$ cat config.mk
export PLATFORM = sky130hd
export DESIGN_NAME = cpu_sram_arbiter
export DESIGN_NICKNAME = d
export VERILOG_FILES = /design/src/rtl/cpu_sram_arbiter_pkg.sv /design/src/rtl/cpu_sram_arbiter_tag_fifo.sv /design/src/rtl/cpu_sram_arbiter.sv
export SDC_FILE = /design/constraint.sdc
export NUM_CORES = 1
export LEC_CHECK = 0
export ABC_CLOCK_PERIOD_IN_PS = 4370
export CAP_MARGIN = 20
export CELL_PAD_IN_SITES_DETAIL_PLACEMENT = 1
export CELL_PAD_IN_SITES_GLOBAL_PLACEMENT = 2
export CORE_ASPECT_RATIO = 1.1
export CORE_MARGIN = 2
export CORE_UTILIZATION = 11
export DETAILED_ROUTE_END_ITERATION = 10
export MAX_ROUTING_LAYER = met4
export PLACE_DENSITY_LB_ADDON = 0.1
export RECOVER_POWER = 100
export SKIP_CTS_REPAIR_TIMING = 1
export SLEW_MARGIN = 20
export SYNTH_ARGS = -nofsm -noshare
export SYNTH_HDL_FRONTEND = slang
export SYNTH_HIERARCHICAL = 1
export SYNTH_SLANG_ARGS = --single-unit
export TNS_END_PERCENT = 30
$ cat constraint.sdc
create_clock -name clk -period 4.37 [get_ports clk]
set_input_delay 0.6555 -clock clk [delete_from_list [all_inputs] [get_ports clk]]
set_output_delay 0.6555 -clock clk [all_outputs]
set_load 0.01 [all_outputs]
$ cat src/rtl/cpu_sram_arbiter_pkg.sv
// Shared definitions for the CPU SRAM-like bus arbiter.
//   - tag encodings that record which master owns each outstanding request
//   - transfer size encodings carried on *_size
//   - grant-lock state encodings
//   - default outstanding-request depth
package cpu_sram_arbiter_pkg;

  localparam logic TAG_INST = 1'b0;
  localparam logic TAG_DATA = 1'b1;

  localparam logic [1:0] SIZE_BYTE = 2'd0;
  localparam logic [1:0] SIZE_HALF = 2'd1;
  localparam logic [1:0] SIZE_WORD = 2'd2;

  localparam int OUTST_DEPTH_DEFAULT = 4;

  typedef enum logic {
    IDLE      = 1'b0,
    WAIT_ADDR = 1'b1
  } arb_state_e;

endpackage

$ cat src/rtl/cpu_sram_arbiter_tag_fifo.sv
// arb_tag_fifo: 1-bit-wide FIFO recording the owner of each accepted request
// so slave responses can be routed back in order.
// Ports:
//   clk, reset      clock and synchronous active-high reset
//   push, push_tag  write a tag (caller guarantees !full)
//   pop             drop the head tag (caller guarantees !empty)
//   head_tag        tag at the head of the queue
//   full, empty     occupancy flags derived from the registered count
module arb_tag_fifo #(
  parameter int DEPTH = 4
) (
  input  logic clk,
  input  logic reset,
  input  logic push,
  input  logic push_tag,
  input  logic pop,
  output logic head_tag,
  output logic full,
  output logic empty
);

  localparam int PTR_W = $clog2(DEPTH);
  localparam logic [PTR_W:0] FULL_CNT = (PTR_W + 1)'(DEPTH);

  logic [DEPTH-1:0] mem;
  logic [PTR_W-1:0] wr_ptr;
  logic [PTR_W-1:0] rd_ptr;
  logic [PTR_W:0]   count;

  // NOTE: the tag storage has no reset; count and pointers alone define which
  // entries are valid, so resetting the array would only add reset fan-out.
  always_ff @(posedge clk) begin
    if (push) begin
      // NOTE: sequential state always uses non-blocking assignments so every
      // register samples pre-edge values regardless of statement order.
      mem[wr_ptr] <= push_tag;
    end
  end

  // DEPTH is a power of two, so the pointers wrap by natural overflow.
  always_ff @(posedge clk) begin
    if (reset) begin
      wr_ptr <= '0;
      rd_ptr <= '0;
      count  <= '0;
    end else begin
      if (push) wr_ptr <= wr_ptr + PTR_W'(1);
      if (pop)  rd_ptr <= rd_ptr + PTR_W'(1);
      case ({push, pop})
        2'b10:   count <= count + (PTR_W + 1)'(1);
        2'b01:   count <= count - (PTR_W + 1)'(1);
        default: count <= count;
      endcase
    end
  end

  assign head_tag = mem[rd_ptr];
  assign full     = (count == FULL_CNT);
  assign empty    = (count == '0);

endmodule

$ cat src/rtl/cpu_sram_arbiter.sv
// cpu_sram_arbiter: merges the instruction and data SRAM-like masters onto one
// shared slave port. Requests are granted one at a time; once a request is
// presented without addr_ok the grant is locked to that master until the
// slave accepts it. A tag FIFO records the owner of every accepted request
// and steers each in-order data_ok back to the right master.
// Configuration macro: ARB_RR_EN -- when defined, simultaneous requests in
// IDLE are granted to the master not granted last; otherwise data wins.
// Ports:
//   clk, reset                 clock, synchronous active-high reset
//   inst_* / data_*            master request fields and addr_ok/data_ok/rdata
//   mem_*                      shared slave request and response
//   arb_err                    sticky protocol-violation flag (cleared by reset)
module cpu_sram_arbiter
  import cpu_sram_arbiter_pkg::*;
#(
  parameter int OUTST_DEPTH = OUTST_DEPTH_DEFAULT
) (
  input  logic        clk,
  input  logic        reset,
  input  logic        inst_req,
  input  logic        inst_wr,
  input  logic [1:0]  inst_size,
  input  logic [3:0]  inst_wstrb,
  input  logic [31:0] inst_addr,
  input  logic [31:0] inst_wdata,
  output logic        inst_addr_ok,
  output logic        inst_data_ok,
  output logic [31:0] inst_rdata,
  input  logic        data_req,
  input  logic        data_wr,
  input  logic [1:0]  data_size,
  input  logic [3:0]  data_wstrb,
  input  logic [31:0] data_addr,
  input  logic [31:0] data_wdata,
  output logic        data_addr_ok,
  output logic        data_data_ok,
  output logic [31:0] data_rdata,
  output logic        mem_req,
  output logic        mem_wr,
  output logic [1:0]  mem_size,
  output logic [3:0]  mem_wstrb,
  output logic [31:0] mem_addr,
  output logic [31:0] mem_wdata,
  input  logic        mem_addr_ok,
  input  logic        mem_data_ok,
  input  logic [31:0] mem_rdata,
  output logic        arb_err
);

  arb_state_e state_q, state_d;
  logic       owner_q, owner_d;
  logic       arb_err_q;
  logic       pick;
  logic       grant;
  logic       owner_req;
  logic       locked;
  logic       lock_drop;
  logic       accept;
  logic       pop;
  logic       tag_full;
  logic       tag_empty;
  logic       head_tag;

  // Lock holds only while the owner keeps its request up; a dropped request
  // is a master protocol error and releases the grant immediately.
  assign owner_req = (owner_q == TAG_DATA) ? data_req : inst_req;
  assign locked    = (state_q == WAIT_ADDR) && owner_req;
  assign lock_drop = (state_q == WAIT_ADDR) && !owner_req;

`ifdef ARB_RR_EN
  logic last_grant_q;

  always_comb begin
    if (inst_req && data_req) pick = ~last_grant_q;
    else                      pick = data_req ? TAG_DATA : TAG_INST;
  end

  // Reset value TAG_DATA makes inst the preferred master after reset.
  always_ff @(posedge clk) begin
    if (reset)       last_grant_q <= TAG_DATA;
    else if (accept) last_grant_q <= grant;
  end
`else
  assign pick = data_req ? TAG_DATA : TAG_INST;
`endif

  assign grant   = locked ? owner_q : pick;
  assign mem_req = (inst_req | data_req) & ~tag_full & ~reset;
  assign accept  = mem_req & mem_addr_ok;

  assign mem_wr    = (grant == TAG_DATA) ? data_wr    : inst_wr;
  assign mem_size  = (grant == TAG_DATA) ? data_size  : inst_size;
  assign mem_wstrb = (grant == TAG_DATA) ? data_wstrb : inst_wstrb;
  assign mem_addr  = (grant == TAG_DATA) ? data_addr  : inst_addr;
  assign mem_wdata = (grant == TAG_DATA) ? data_wdata : inst_wdata;

  assign inst_addr_ok = accept & (grant == TAG_INST);
  assign data_addr_ok = accept & (grant == TAG_DATA);

  // Empty comes from the registered count, so a tag pushed this cycle can
  // never be popped by a data_ok in the same cycle.
  assign pop          = mem_data_ok & ~tag_empty;
  assign inst_data_ok = pop & (head_tag == TAG_INST);
  assign data_data_ok = pop & (head_tag == TAG_DATA);
  assign inst_rdata   = mem_rdata;
  assign data_rdata   = mem_rdata;

  always_comb begin
    // NOTE: every signal driven here gets a default first, so no path through
    // the case can leave it unassigned and infer a latch.
    state_d = state_q;
    owner_d = owner_q;
    case (state_q)
      IDLE: begin
        if (mem_req && !mem_addr_ok) begin
          state_d = WAIT_ADDR;
          owner_d = grant;
        end
      end
      WAIT_ADDR: begin
        if (lock_drop || mem_addr_ok) state_d = IDLE;
      end
      default: state_d = IDLE;
    endcase
  end

  always_ff @(posedge clk) begin
    if (reset) begin
      state_q   <= IDLE;
      owner_q   <= TAG_INST;
      arb_err_q <= 1'b0;
    end else begin
      state_q   <= state_d;
      owner_q   <= owner_d;
      arb_err_q <= arb_err_q | (mem_data_ok & tag_empty) | lock_drop;
    end
  end

  assign arb_err = arb_err_q;

  arb_tag_fifo #(
    .DEPTH (OUTST_DEPTH)
  ) u_tag_fifo (
    .clk      (clk),
    .reset    (reset),
    .push     (accept),
    .push_tag (grant),
    .pop      (pop),
    .head_tag (head_tag),
    .full     (tag_full),
    .empty    (tag_empty)
  );

endmodule

== Word-level counts from Yosys, hierarchy flattened ==
Cells that the tools add are included.

* Equal/unequal tests: 3
* Bitwise operators: 18
* $lt $le $gt $ge: 3
* Mux-type cells: 17
* Reduce and logical (&&, ||, !) cells: 10
* Add/subtract/negate cells: 4

{| class="wikitable"
|+ Operators by type and width
! kind !! number
|-
| 32-bit two-way mux || 2
|-
| 1-bit AND || 9
|-
| 1-bit two-way mux || 8
|-
| 2-bit by 3-bit less-than comparator with 1-bit output (second input constant) || 2
|-
| 1-bit NOT || 6
|-
| 3-bit case mux with 2 select lines || 1
|-
| 2-bit by 1-bit adder with 2-bit output (second input constant) || 2
|-
| 4-bit bitwise mux || 1
|-
| 1-bit logical AND || 4
|-
| 4-bit two-way mux || 1
|-
| 3-bit by 1-bit adder with 3-bit output (second input constant) || 1
|-
| 3-bit == test (second input constant) || 1
|-
| 3-bit zero test || 1
|-
| 1-bit bitwise OR || 3
|-
| 3-bit by 1-bit subtractor with 3-bit output (second input constant) || 1
|-
| 1-bit binary-select mux with 2-bit select || 1
|-
| 1-bit demux with 2-bit select || 1
|-
| 2-bit by 1-bit == test with 1-bit output (second input constant) || 1
|-
| 2-bit == test (second input constant) || 1
|-
| 2-bit by 1-bit >= comparator with 1-bit output (second input constant) || 1
|-
| 1-bit zero test || 2
|-
| 2-bit two-way mux || 1
|-
| 1-bit case mux with 2 select lines || 1
|-
| 2-bit AND reduction || 1
|-
| 2 further kinds || 2
|}

* Register bits after elaboration: 14
* Logic and storage cells: 62

== Logic depth before layout (Yosys ltp) ==
* Word-level depth: 7
* Depth in mapped cells: 11
* Depth with buffers taken out: 11

== Cells and area by module ==
The synthesis kept the hierarchy.

{| class="wikitable"
|+ Modules (own cells, without submodules)
! module !! cells an instance !! times used !! area each (sq um)
|-
| cpu_sram_arbiter || 166 || 1 || 1,545.2
|-
| arb_tag_fifo || 48 || 1 || 529.3
|}

== Worst setup path after synthesis ==
OpenSTA, ideal clock, no wires.

* Path kind: input-to-reg
* Start: input data_req
* End: register u_tag_fifo.count[2]
* Setup slack: 1,934 ps
* Buffers on the path: 0
* Data arrival time: 2,367 ps
* Cell stages on the path: 10
* Library setup time: 70 ps
* Cell sequence: nor2_1 -> nor3_1 -> and2_1 -> inv_1 -> ha_1 -> inv_1 -> fa_1 -> xor2_1 -> or3_1 -> a21oi_1

* Cells in the longest elaborated chain, start to end: 6
* Elaborated cells on any way between the ends: 8
* Classes of those cells: eq/ne (2); mux (1); bitwise (4); reduce/logical (1)

{| class="wikitable"
|+ Ends and longest elaborated chain
! element !! RTL line !! text
|-
| start, declared || cpu_sram_arbiter.sv:29 || <nowiki>input logic data_req,</nowiki>
|-
| 1-bit bitwise OR (*) || cpu_sram_arbiter.sv:88 || <nowiki>assign mem_req = (inst_req | data_req) & ~tag_full & ~reset;</nowiki>
|-
| 1-bit AND (*) (2 in a row) || cpu_sram_arbiter.sv:88 ||
|-
| named net mem_req || cpu_sram_arbiter.sv:38 || <nowiki>output logic mem_req,</nowiki>
|-
| 1-bit AND (*) || cpu_sram_arbiter.sv:89 || <nowiki>assign accept = mem_req & mem_addr_ok;</nowiki>
|-
| named net accept || cpu_sram_arbiter.sv:58 || <nowiki>logic accept;</nowiki>
|-
| 2-bit by 1-bit == test with 1-bit output / 2-bit == test (equally long branches) || cpu_sram_arbiter_tag_fifo.sv:49 || <nowiki>case ({push, pop})</nowiki>
|-
| 3-bit case mux with 2 select lines / 2-bit nonzero test (equally long branches) || n/a ||
|-
| end signal, assigned || cpu_sram_arbiter_tag_fifo.sv:50 || <nowiki>2'b10: count <= count + (PTR_W + 1)'(1);</nowiki>
|-
| end signal, assigned || cpu_sram_arbiter_tag_fifo.sv:51 || <nowiki>2'b01: count <= count - (PTR_W + 1)'(1);</nowiki>
|-
| end signal, assigned || cpu_sram_arbiter_tag_fifo.sv:52 || <nowiki>default: count <= count;</nowiki>
|-
| end, declared || cpu_sram_arbiter_tag_fifo.sv:28 || <nowiki>logic [PTR_W:0] count;</nowiki>
|}

The timed path passes the listed nets; every way through them passes the cells marked *.
A chain may end at the register's enable or synchronous reset.

== Final worst setup path ==
* Start: input inst_req
* End: output mem_addr[8]

* Cells in the longest elaborated chain, start to end: 4

{| class="wikitable"
|+ Ends and longest elaborated chain
! element !! RTL line !! text
|-
| start, declared || cpu_sram_arbiter.sv:20 || <nowiki>input logic inst_req,</nowiki>
|-
| 1-bit two-way mux || cpu_sram_arbiter.sv:66 || <nowiki>assign owner_req = (owner_q == TAG_DATA) ? data_req : inst_req;</nowiki>
|-
| 1-bit logical AND || cpu_sram_arbiter.sv:67 || <nowiki>assign locked = (state_q == WAIT_ADDR) && owner_req;</nowiki>
|-
| 1-bit two-way mux || cpu_sram_arbiter.sv:87 || <nowiki>assign grant = locked ? owner_q : pick;</nowiki>
|-
| 32-bit two-way mux || cpu_sram_arbiter.sv:94 || <nowiki>assign mem_addr = (grant == TAG_DATA) ? data_addr : inst_addr;</nowiki>
|-
| end, declared || cpu_sram_arbiter.sv:42 || <nowiki>output logic [31:0] mem_addr,</nowiki>
|}

Every way passes these cells.

==> reports/results.ini <==
[worst_setup_path]
worst_ep_required_time_ns=3.71
cpPeakStageDelay_ns=0.61
crit_arrival_ns=3.17
crit_path_top_delay_cell=dlygate4sd3_1
critPathLaunchType=input port
crit_type=in2out
cp_max_fo=19
cp_cell_sequence=dlygate4sd3_1 > nand2_1 > o21ai_4 > clkbuf_2 > mux2_2 > dlygate4sd3_1
crit_top_cell=dlygate4sd3_1
critPathCaptureType=primary output

[yosys]
ys_ff_latch=14
yosysMostFrequentCell=mux2_2
synth_warnings=6
ys_async_sr_fraction=0
synth.distinct_cells=24
yosys.area.top_type_share=0.391
syn_nets=400
yosysTopAreaCell=mux2_2
netlist_instances=214
syn_area_mm2=0.00207
synthTopCellsByArea=mux2_2 (39%), buf_4 (24%), dfxtp_1 (9.7%)
seq_area_frac_synth=0.154
synth-main-ff-cell=dfxtp_1
synth_edf_count=4
syn_avg_cell_area_um2=9.69
synthTopCellsByCount=mux2_2 (72), buf_4 (67), dfxtp_1 (10), nor2_1 (10), inv_1 (7)

[sta]
finalClockSkew_ns=0.00183
max_freq_mhz=261
period_minus_slack_ns=3.82
tightest_slew_ns=0.549
finalSetupTns_ns=0
setup_viol=0
hold_viol_final=0
rsz0062_at_grt=no
slew_viol_final=0
min_period_over_period=0.875
slew_headroom=0.631

[clocking]
clk_path_buf_depth=2
numCtsBuffers=3
cts_sinks=14
insertion_delay_ns=0.24
cts_root_buffer=clkbuf_16
htreeDepth=1
clkTransAtPathRegs_ns=0.05
cts_tree=built

[detailed_routing]
wl_per_cell_um=17.1
antenna_left=0
drc=0
vias_per_cell=3.38
via_count=2089
drtIter0Drc=10
wl_um=10600
drtPass1Iterations=2

[global_routing]
antenna_found_initial=0
overflow=0
gr-usage-all-layers=0.102
grt_pass1_wl_um=14600
grt_pass1_vias=2340
grt_max_degree=34

[finish]
antenna_cells=0
fillerInstances=2106
final_nets=562
area_growth_pct=102
post_layout_nonfiller_instances=618
drive_gt1_frac=0.216

[floorplanning]
ioPinCount=321
core_mm2=0.0184
dieWidth_um=135
die_y_um=148
rows=52
dieArea_mm2=0.0200
initial_core_util=0.113

[placement]
io_buffers=224
dpl.hpwl_um=9560
place_inst=614
place.gp.congestion=0.779

[power_and_ir_drop]
power_leakage_nw=1.53
p_per_area_mw_per_mm2=193
peakVddDrop_mv=0.0954
power_w=0.000810

[outcome]
status=completed

[job]
drv_cap=0

[hold_path]
hold_class=reg2reg

==> final cells by class <==
type | instances | area, um^2 | share of cell area
Timing Repair Buffer | 228 | 2280 | 0.544
Tap cell | 243 | 304 | 0.0725
Clock inverter | 1 | 3.75 | 0.000896
Inverter | 7 | 26.3 | 0.00627
Sequential cell | 14 | 320 | 0.0764
Multi-Input combinational cell | 122 | 1180 | 0.281
Clock buffer | 3 | 75.1 | 0.0179
==> layout by cell type, fill, tap and decap left out, types with 2 or more instances in the layout <==
master           instances
and3_1                   3
ha_1                     5
inv_1                    7
nor2_1                  10
buf_4                    2
clkdlybuf4s50_1        147
xnor2_1                  2
nor3_1                   2
mux2i_1                  2
xor2_1                   3
nor2b_1                  3
nand2_1                  3
clkbuf_16                3
dlygate4sd3_1           77
mux2_2                  72
a21oi_1                  4
and2_0                   6
edfxtp_1                 4
dfxtp_1                 10
==> kinds of logic (layout without fill, tap and decap cells) <==
family          after synthesis  after routing  share of synthesized area
buf+inv                      78            239                      0.277
compound gates                7              7                     0.0247
simple gates                 29             29                     0.0718
xor+xnor                      5              5                     0.0211
fa+ha+maj                     6              6                     0.0398
flops                        14             14                      0.154
mux                          75             75                      0.411
==> flip-flops by register name, summed over array words and instances, names as in the netlist <==
signal	cells
arb_err	1
owner_q	1
u_tag_fifo/mem	4
u_tag_fifo/wr_ptr	2
u_tag_fifo/rd_ptr	2
state_q	1
u_tag_fifo/count	3
==> layer usage <==
| layer | vias to the layer above | track usage | part of all wire |
|---|---|---|---|
| met5 | - | - | 0 |
| met4 | 0 | 0.0224 | 0.017 |
| met3 | 20 | 0.0247 | 0.072 |
| met2 | 132 | 0.216 | 0.61 |
| met1 | 948 | 0.0885 | 0.30 |
| li1 | 989 | - | - |
==> worst max-delay path: cells and delay by family <==
kind,cells,cell delay [ns]
mux,1,0.40
simple gates,1,0.09
compound gates,1,0.32
buf+inv,3,1.68
==> through the flow <==
stage	worst slack, ns	hold WS [ns]	instance area, um^2	util
after global routing	0.382	0.567	4190	0.228
after detailed placement	0.846	0.512	4120	0.223
after global placement	0.869	0.504	4120	0.223
after CTS	0.834	0.526	4190	0.228
final	0.545	0.516	4190	0.228
after floorplan	1.93	0.461	2070	-
==> final timing paths <==
path,from,endpoint,slack (ns),cells past startpoint
max reg2reg,u_tag_fifo/count[1]$_SDFFE_PP0P_,u_tag_fifo/count[2]$_SDFFE_PP0P_,1.71,11
min,arb_err$_SDFF_PP0_,arb_err$_SDFF_PP0_,0.52,2
max,inst_req,mem_addr[8],0.55,6
min reg2reg,arb_err$_SDFF_PP0_,arb_err$_SDFF_PP0_,0.52,2
==> power breakdown <==
part           total [W]  switching, W  internal (W)
clock           0.000175     0.0000538      0.000121
combinational   0.000463      0.000167      0.000295
sequential      0.000172     0.0000183      0.000154
total           0.000810      0.000239      0.000570
(Power assumes the default switching activity.)
